### src/rtl/det_event_counter_pkg.sv
// Shared types and defaults for the detection-event window counter.
// Holds the FSM state encoding and the default window length and count width.
// Imported by the interface, the window timer and the top.
package det_cnt_pkg;

    localparam int DEF_WIN_LEN = 16;
    localparam int DEF_CNT_W   = 4;

    typedef enum logic [1:0] {
        IDLE   = 2'b00,
        COUNT  = 2'b01,
        REPORT = 2'b10
    } state_t;

endpackage

### src/rtl/det_event_counter_if.sv
// Bundle of the detector input, window control and result handshake signals.
// master: the counter (drives busy/cnt_out/cnt_valid/ovf); slave: its environment.
// Result handshake is valid/ready on cnt_valid/cnt_ready.
interface det_cnt_if
    import det_cnt_pkg::*;
#(
    parameter int CNT_W = DEF_CNT_W
);
    logic             det_in;
    logic             start;
    logic             busy;
    logic [CNT_W-1:0] cnt_out;
    logic             cnt_valid;
    logic             cnt_ready;
    logic             ovf;

    modport master (
        input  det_in, start, cnt_ready,
        output busy, cnt_out, cnt_valid, ovf
    );

    modport slave (
        output det_in, start, cnt_ready,
        input  busy, cnt_out, cnt_valid, ovf
    );
endinterface

### src/rtl/det_event_counter_win_timer.sv
// Window timer: counts COUNT cycles and flags the last sample of a window.
// Latency: last is combinational from the registered timer value.
// No backpressure; load wins over enable, and the timer parks at WIN_LEN-1.
// Ports: clk, rst (async active-low), load (clear to 0), enable (advance), last.
module det_win_timer
    import det_cnt_pkg::*;
#(
    parameter int WIN_LEN = DEF_WIN_LEN
) (
    input  logic clk,
    input  logic rst,
    input  logic load,
    input  logic enable,
    output logic last
);
    localparam int TW = $clog2(WIN_LEN);
    localparam logic [TW-1:0] LAST_VAL = TW'(WIN_LEN - 1);

    logic [TW-1:0] tmr;

    assign last = (tmr == LAST_VAL);

    // Holding at LAST_VAL instead of incrementing keeps the timer from
    // wrapping when WIN_LEN is a power of two.
    always_ff @(posedge clk or negedge rst) begin
        if (!rst) begin
            tmr <= '0;
        end else if (load) begin
            tmr <= '0;
        end else if (enable && !last) begin
            tmr <= tmr + 1'b1;
        end
    end
endmodule

### src/rtl/det_event_counter.sv
// Counts detector pulses over a WIN_LEN-cycle window and reports a saturating count.
// Latency: cnt_valid rises 1 cycle after the last sample of the window.
// Backpressure: result held in REPORT until cnt_ready; det_in pulses outside COUNT are dropped.
// Ports: clk, rst (async active-low), bus (det_cnt_if.master).
// Optional macro DET_COUNT_AUTO_RESTART_EN: windows run back-to-back without start.
module det_event_counter
    import det_cnt_pkg::*;
#(
    parameter int WIN_LEN = DEF_WIN_LEN,
    parameter int CNT_W   = DEF_CNT_W
) (
    input  logic      clk,
    input  logic      rst,
    det_cnt_if.master bus
);
    localparam logic [CNT_W-1:0] CNT_MAX = {CNT_W{1'b1}};

    state_t           state;
    logic [CNT_W-1:0] count;
    logic             ovf_acc;
    logic [CNT_W-1:0] cnt_nxt;
    logic             ovf_nxt;
    logic             win_last;
    logic             win_load;
    logic             handshake;
    logic             go_idle;
    logic             go_rpt;

    logic             busy_r;
    logic [CNT_W-1:0] cnt_out_r;
    logic             cnt_valid_r;
    logic             ovf_r;

`ifdef DET_COUNT_AUTO_RESTART_EN
    // Free-running: leave IDLE once after reset and restart on every handshake.
    assign go_idle = 1'b1;
    assign go_rpt  = 1'b1;
`else
    assign go_idle = bus.start;
    assign go_rpt  = bus.start;
`endif

    assign handshake = (state == REPORT) && cnt_valid_r && bus.cnt_ready;
    assign win_load  = ((state == IDLE) && go_idle) || (handshake && go_rpt);

    det_win_timer #(.WIN_LEN(WIN_LEN)) u_timer (
        .clk    (clk),
        .rst    (rst),
        .load   (win_load),
        .enable (state == COUNT),
        .last   (win_last)
    );

    // Saturating increment; a pulse that finds the count already full marks overflow.
    always_comb begin
        cnt_nxt = count;
        ovf_nxt = ovf_acc;
        if (bus.det_in) begin
            if (count == CNT_MAX) begin
                ovf_nxt = 1'b1;
            end else begin
                cnt_nxt = count + 1'b1;
            end
        end
    end

    always_ff @(posedge clk or negedge rst) begin
        if (!rst) begin
            state       <= IDLE;
            count       <= '0;
            ovf_acc     <= 1'b0;
            busy_r      <= 1'b0;
            cnt_out_r   <= '0;
            cnt_valid_r <= 1'b0;
            ovf_r       <= 1'b0;
        end else begin
            case (state)
                IDLE: begin
                    if (go_idle) begin
                        state   <= COUNT;
                        count   <= '0;
                        ovf_acc <= 1'b0;
                        ovf_r   <= 1'b0;
                        busy_r  <= 1'b1;
                    end
                end
                COUNT: begin
                    count   <= cnt_nxt;
                    ovf_acc <= ovf_nxt;
                    // The last sample is folded straight into the reported result.
                    if (win_last) begin
                        state       <= REPORT;
                        busy_r      <= 1'b0;
                        cnt_valid_r <= 1'b1;
                        cnt_out_r   <= cnt_nxt;
                        ovf_r       <= ovf_nxt;
                    end
                end
                REPORT: begin
                    if (handshake) begin
                        cnt_valid_r <= 1'b0;
                        cnt_out_r   <= '0;
                        if (go_rpt) begin
                            state   <= COUNT;
                            count   <= '0;
                            ovf_acc <= 1'b0;
                            ovf_r   <= 1'b0;
                            busy_r  <= 1'b1;
                        end else begin
                            state <= IDLE;
                        end
                    end
                end
                default: begin
                    state <= IDLE;
                end
            endcase
        end
    end

    assign bus.busy      = busy_r;
    assign bus.cnt_out   = cnt_out_r;
    assign bus.cnt_valid = cnt_valid_r;
    assign bus.ovf       = ovf_r;
endmodule

### src/flat_wrapper.sv
// flat-port wrapper written by rule: the top's interface ports become plain ports
module det_event_counter_flat import det_cnt_pkg::*;
#(
    parameter int WIN_LEN = DEF_WIN_LEN,
    parameter int CNT_W   = DEF_CNT_W
)
  (clk, rst, bus_det_in, bus_start, bus_cnt_ready, bus_busy, bus_cnt_out, bus_cnt_valid, bus_ovf);
  det_cnt_if #(.CNT_W(CNT_W)) bus_i ();
  input  logic clk;
  input  logic rst;
  input wire logic [$bits(bus_i.det_in)-1:0] bus_det_in;
  input wire logic [$bits(bus_i.start)-1:0] bus_start;
  input wire logic [$bits(bus_i.cnt_ready)-1:0] bus_cnt_ready;
  output wire logic [$bits(bus_i.busy)-1:0] bus_busy;
  output wire logic [$bits(bus_i.cnt_out)-1:0] bus_cnt_out;
  output wire logic [$bits(bus_i.cnt_valid)-1:0] bus_cnt_valid;
  output wire logic [$bits(bus_i.ovf)-1:0] bus_ovf;
  assign bus_i.det_in = bus_det_in;
  assign bus_i.start = bus_start;
  assign bus_i.cnt_ready = bus_cnt_ready;
  assign bus_busy = bus_i.busy;
  assign bus_cnt_out = bus_i.cnt_out;
  assign bus_cnt_valid = bus_i.cnt_valid;
  assign bus_ovf = bus_i.ovf;
  det_event_counter #(.WIN_LEN(WIN_LEN), .CNT_W(CNT_W)) u_core (.clk(clk), .rst(rst), .bus(bus_i));
endmodule
### config.mk
export PLATFORM = sky130hd
export DESIGN_NAME = det_event_counter_flat
export DESIGN_NICKNAME = d
export VERILOG_FILES = /design/src/rtl/det_event_counter_pkg.sv /design/src/rtl/det_event_counter_if.sv /design/src/rtl/det_event_counter_win_timer.sv /design/src/rtl/det_event_counter.sv /design/src/flat_wrapper.sv
export SDC_FILE = /design/constraint.sdc
export NUM_CORES = 1
export LEC_CHECK = 0
export BUFFER_PORTS_ARGS = -buffer_cell sky130_fd_sc_hd__buf_2
export CAP_MARGIN = 25
export CORE_MARGIN = 3
export CORE_UTILIZATION = 50
export CTS_CLUSTER_DIAMETER = 80
export DETAILED_ROUTE_END_ITERATION = 12
export PLACE_DENSITY = 0.75
export SETUP_SLACK_MARGIN = 0.1
export SYNTH_ARGS = -nofsm -noshare
export SYNTH_HDL_FRONTEND = slang
export SYNTH_SLANG_ARGS = --single-unit
### constraint.sdc
create_clock -name clk -period 1.6 [get_ports clk]
set_input_delay 0.16 -clock clk [delete_from_list [all_inputs] [get_ports clk]]
set_output_delay 0.16 -clock clk [all_outputs]
set_load 0.03 [all_outputs]
==> impl_metrics.csv, run 1 <==
group,metric,value,unit
run_status,status,"finished, final reports clean",
power,power_switching,708,uW
setup_path,timing.rr.end,"u_core.count[0]$_DFFE_PN0P_",
clocking,clk_pin_slew,100,ps
power,pwr-share-comb,43.8,%
cells_and_area,final_cell_mix,"dfrtp_1, nand2_1, buf_2",
clocking,cts.sinks,18,
detailed_routing,drc,0,
timing,min_period_over_period,92.8,%
die,rows,14,
detailed_routing,via_per_inst,5.69,
clocking,ctsLongestPathBuffers,2,
detailed_routing,wl_met3,77,um
cells_and_area,fin_nets,111,
die,core-area,0.00158,mm2
die,io-pin-count,12,
timing,rsz0062_at_grt,"true",
cells_and_area,fillers,138,
global_routing,grt_usage,17.2,%
global_routing,grt_pass1_wl,2640,um
timing,finalHoldViolCount,0,
synthesis,synth_area_leader_cell,"dfrtp_1",
synthesis,synth_edf_count,0,
synthesis,yosys_warnings,0,
timing,skew,7.09,ps
setup_path,start_kind,"flip-flop",
setup_path,critical_path_arrival,1660,ps
place,place_congestion,0.780,
timing,fmax,674,MHz
detailed_routing,finalWirelength,1710,um
power,switching_share,40.5,%
detailed_routing,post_drt_wl_per_cell,14.4,um
clocking,cts_buffers,3,
timing,period_minus_slack,1480,ps
synthesis,ys_seq_elements,18,
synthesis,synth_cells,85,
power,power_frac_clock,12.5,%
synthesis,yosys.area.top_type_share,51.7,%
synthesis,synth-async-reset-ratio,100,%
synthesis,yosysUniqueCellTypes,28,
power,p_seq_share,43.7,%
clocking,clk_latency,290,ps
power,p_leak,0.000499,uW
clocking,cts-root-buf,"clkbuf_4",
timing,slew-limit-headroom,73.2,%
detailed_routing,wl_met1,831,um
synthesis,avgSynthCellArea,10.2,um2
timing,max_slew.worst_pin.slew,403,ps
detailed_routing,first_iter_violations,23,
die,die_w,47.7,um
cells_and_area,final_cells,118,
job,cap_violations,0,
detailed_routing,dr.pass1.iters,4,
min_path,holdCritPathClass,"in2async",
power,p_per_area,1740,mW/mm2
cells_and_area,final-seq-area,452,um2
place,dpl.hpwl,1240,um
timing,tns,0,ps
setup_path,required,1770,ps
global_routing,antenna_found_initial,0,
place,pre_cts_slack,145,ps
synthesis,synth_area_leaders,"dfrtp_1, nand2_1, nand3_1",
die,start_util,55.2,%
die,die_area,0.00228,mm2
cells_and_area,multi_input_area,409,um2
synthesis,ys_seq_area_share,51.7,%
setup_path,critPathKind,"reg2reg",
cells_and_area,area_delta_synth_final,15.1,%
detailed_routing,num_vias,671,
die,die_y,47.7,um
setup_path,path_max_fanout,7,
setup_path,crit_path_end_kind,"flip-flop",
timing,setup_viol,0,
global_routing,grt_max_degree,19,
detailed_routing,route.met2.wl,782,um
place,dp.cells,113,
synthesis,syn_area,871,um2
synthesis,synth-main-ff-cell,"dfrtp_1",
clocking,cts_tree,"done",
setup_path,rrSetupSlack,120,ps
setup_path,r2r_cells,4,
power,vdd_drop_max,0.891,mV
place,io_buffers,11,
global_routing,grt_pass1_vias,582,
detailed_routing,ant_nets,0,
power,p_int,1040,uW
clocking,cts.htree.levels,1,
timing,worst_slack,116,ps
timing,report.final.slew_viol_count,0,
cells_and_area,antenna_cells,0,
cells_and_area,final_common_cell,"dfrtp_1",
detailed_routing,top_layer_used,"met4",
global_routing,overflow,0,
synthesis,syn_nets,92,
cells_and_area,drive_above_1_share,22.5,%
setup_path,reg2reg_from,"u_core.state[1]$_DFFE_PN0P_",
-- what timing repair did --
item,in CTS,in global routing
endpoints found under the hold margin,18,0
hold buffers,1,0
setup buffers,1,0
endpoints found under the setup margin,1,2
resized for setup,0,2
-- worst max-delay path, cell delays in order, from the launching register on --
cell	delay (ps)
dfrtp_2	460
a21boi_4	160
a211o_1	320
a21o_1	180
mux2_4	260
-- power groups by stage --
stage	sequential (uW)	clock [uW]	combinational (uW)
final	764	219	765
after global routing	794	255	842
after CTS	762	230	773
after detailed placement	781	0	728
after global placement	768	0	698
after floorplan	862	0	436
-- worst max-delay path by stage --
stage	from	endpoint	slack, ps	depth (start not counted)
after floorplan	u_core.bus.cnt_valid$_DFFE_PN0P_	u_core.count[0]$_DFFE_PN0P_	120	4
after global placement	u_core.state[1]$_DFFE_PN0P_	u_core.count[0]$_DFFE_PN0P_	190	4
after detailed placement	u_core.state[1]$_DFFE_PN0P_	u_core.count[0]$_DFFE_PN0P_	140	4
after CTS	u_core.state[1]$_DFFE_PN0P_	u_core.count[0]$_DFFE_PN0P_	120	4
after global routing	u_core.state[1]$_DFFE_PN0P_	u_core.count[0]$_DFFE_PN0P_	70	4
final	u_core.state[1]$_DFFE_PN0P_	u_core.count[0]$_DFFE_PN0P_	120	4
-- layer usage --
layer | global-route usage [%] | up-vias
met1 | 22.6 | 315
met3 | 4.51 | 2
met2 | 25.6 | 12
met4 | 9.68 | 0
met5 | 0 | -
li1 | - | 342
-- Yosys cell counts (2+ instances only) --
cell type and n:
ha_1 2, nand2b_1 3, a21o_1 2, nand3_1 8
nor2_1 7, mux2i_1 3, xor2_1 3, nand4_1 2
a21oi_1 3, buf_2 2, dfrtp_1 18, nand2_1 11
o21ai_1 4, o21ai_0 3
-- cells by family (layout without fill, tap and decap cells) --
logic type	after synthesis	count (layout)	share of synthesized area, %
xor gates and xnor gates	3	3	3.02
and+or+nand+nor	38	38	21.8
muxes	5	5	6.47
AOI/OAI and AO/OA	16	16	12.5
DFF	18	18	51.7
buffers and inverters	3	20	1.58
adders and majority gates	2	2	2.87
-- metrics by stage --
step	total power, uW	cell area, um2	hold slack, ps	util (%)
6_report	1750	1000	319	63.6
5_1_grt	1890	1000	333	63.6
4_1_cts	1760	998	321	63.3
3_5_place_dp	1510	958	114	60.8
3_3_place_gp	1470	958	105	60.8
2_1_floorplan	1300	871	-136	-
-- layout make-up --
type,count,area share (%)
inverters,1,0.375
repair buffers,16,9.49
flip-flops and latches,18,45.1
multi-input cells,64,40.8
well taps,16,2.00
clock buffers,3,2.25
-- registers in the layout, indices dropped and copies added, names as in the netlist --
register / flops
u_core.ovf_acc: 1
u_core.bus.cnt_valid: 1
u_core.bus.busy: 1
u_core.state: 2
u_core.bus.ovf: 1
u_core.bus.cnt_out: 4
u_core.u_timer.tmr: 4
u_core.count: 4
Power figures use the tool's default switching activity.
==> run 2: changes to the inputs <==
==> constraint.sdc (replaced) <==
create_clock -name clk -period 1.6 [get_ports clk]
set_input_delay 0.16 -clock clk [delete_from_list [all_inputs] [get_ports clk]]
set_output_delay 0.16 -clock clk [all_outputs]
set_load 0.1 [all_outputs]
==> run 2 against run 1 <==
  * Cell count is the same
  * First-iteration DRC count shrank 65%
  * Critical path depth is the same
  * Register-to-register slack gained 50 ps
  * Via count shrank 2.2%
  * Wire length shrank 12%
==> impl_metrics.csv, run 2 (synthesized netlist as in run 1, its figures left out) <==
group,metric,value,unit
place,dpl.hpwl,1130,um
cells_and_area,fin_nets,110,
clocking,cts.sinks,18,
cells_and_area,final_cell_mix,"dfrtp_1, buf_2, nand2_1",
timing,setup_viol,0,
global_routing,grt_pass1_vias,573,
timing,period_minus_slack,1440,ps
clocking,clk_pin_slew,100,ps
clocking,clk_latency,280,ps
setup_path,crit_path_end_kind,"flip-flop",
cells_and_area,final_util,63.7,%
clocking,cts_buffers,3,
timing,report.final.slew_viol_count,0,
power,p_int,1030,uW
setup_path,path_max_fanout,7,
clocking,cts_setup_buffers,0,
setup_path,critical_path_arrival,1610,ps
die,start_util,55.2,%
setup_path,required,1780,ps
cells_and_area,drive_above_1_share,22.5,%
min_path,hp-start,"bus_det_in",
cells_and_area,fillers,131,
detailed_routing,first_iter_violations,8,
power,pwr-share-comb,50.3,%
global_routing,grt_usage,15.4,%
setup_path,reg2reg_from,"u_core.state[1]$_DFFE_PN0P_",
timing,holdWs,307,ps
die,die_y,47.7,um
power,vdd_drop_max,1.32,mV
die,die_w,47.7,um
power,p_seq_share,38.4,%
detailed_routing,via_per_inst,5.56,
timing,fmax,695,MHz
timing,max_slew.worst_pin.slew,489,ps
cells_and_area,area_delta_synth_final,15.2,%
clocking,cts.htree.levels,1,
cells_and_area,multi_input_area,412,um2
detailed_routing,post_drt_wl_per_cell,12.8,um
die,core-area,0.00158,mm2
clocking,ctsLongestPathBuffers,2,
global_routing,antenna_found_initial,0,
run_status,status,"finished, final reports clean",
setup_path,start_kind,"flip-flop",
global_routing,grt_max_degree,19,
place,io_buffers,11,
die,die_area,0.00228,mm2
timing,rsz0062_at_grt,"false",
power,p_leak,0.000497,uW
setup_path,critPathKind,"reg2reg",
die,io-pin-count,12,
timing,tns,0,ps
place,place_congestion,0.802,
detailed_routing,finalWirelength,1510,um
timing,skew,4.04,ps
cells_and_area,final-seq-area,454,um2
detailed_routing,num_vias,656,
timing,finalHoldViolCount,0,
detailed_routing,ant_nets,0,
min_path,holdCritPathClass,"in2reg",
cells_and_area,antenna_cells,0,
power,power_frac_clock,11.2,%
power,power_switching,987,uW
timing,min_period_over_period,89.9,%
cells_and_area,final_common_cell,"dfrtp_1",
power,p_per_area,2010,mW/mm2
power,switching_share,48.9,%
detailed_routing,drc,0,
setup_path,cp-startpoint,"u_core.state[1]$_DFFE_PN0P_",
detailed_routing,dr.pass1.iters,4,
clocking,cts_tree,"done",
global_routing,grt_pass1_wl,2460,um
die,rows,14,
job,cap_violations,0,
clocking,cts-root-buf,"clkbuf_4",
timing,slew-limit-headroom,67.6,%
global_routing,overflow,0,
[run 2: changes by cell type in the layout (fill, tap and decap cells not counted), sizes merged]
| cell | previous run | this run |
|---|---|---|
| clkbuf | 3 | 4 |
| buf | 15 | 14 |
[run 2: path summary, 6_finish.rpt]
path | endpoint | slack, ps | cells after the start
max | u_core.count[0]$_DFFE_PN0P_ | 160 | 4
min | u_core.bus.cnt_out[0]$_DFFE_PN0P_ | 310 | 4
max reg2reg | u_core.count[0]$_DFFE_PN0P_ | 160 | 4
min reg2reg | u_core.bus.busy$_DFFE_PN0P_ | 500 | 1
max in group asynchronous | u_core.bus.cnt_valid$_DFFE_PN0P_ | 980 | 2
min in group asynchronous | u_core.count[2]$_DFFE_PN0P_ | 320 | 2
[run 2: power groups by stage]
stage	sequential, uW	combinational [uW]	clock (uW)
final	776	1020	227
after global routing	799	1100	262
after detailed placement	783	1010	0
after CTS	774	1020	235
after global placement	773	1010	0
after floorplan	1160	437	0
[run 2: timing repair]
item,4_1_cts,5_1_grt
setup endpoints to repair,0,8
hold endpoints to repair,18,0
hold buffers,1,0
resized for setup,0,2
[run 2: through the flow]
step	area, um2	power (uW)	worst slack [ps]	instances
2_1_floorplan	875	1590	109	85
3_3_place_gp	962	1780	160	113
3_5_place_dp	962	1800	165	113
4_1_cts	998	2030	141	118
5_1_grt	1000	2160	103	118
6_report	1000	2020	161	118
[run 2: final cells by class]
cell class,instances,share of cell area (%)
Sequential cell,18,45.3
Multi-Input combinational cell,64,41.0
Timing Repair Buffer,15,8.73
Clock buffer,4,2.62
Tap cell,16,2.00
Inverter,1,0.374
[run 2: per-layer routing]
metal	global-route usage (%)	part of all wire [%]	vias up
li1	-	-	336
met1	21.7	52	310
met5	0	0	-
met2	21.9	44	8
met3	3.38	3.1	2
met4	8.06	0.80	0
[run 2: critical path, cell delays in order, from the launching register on]
cell and delay [ps]:
dfrtp_1 460, a21boi_4 170, a211o_1 270, a21o_1 180, mux2_4 250
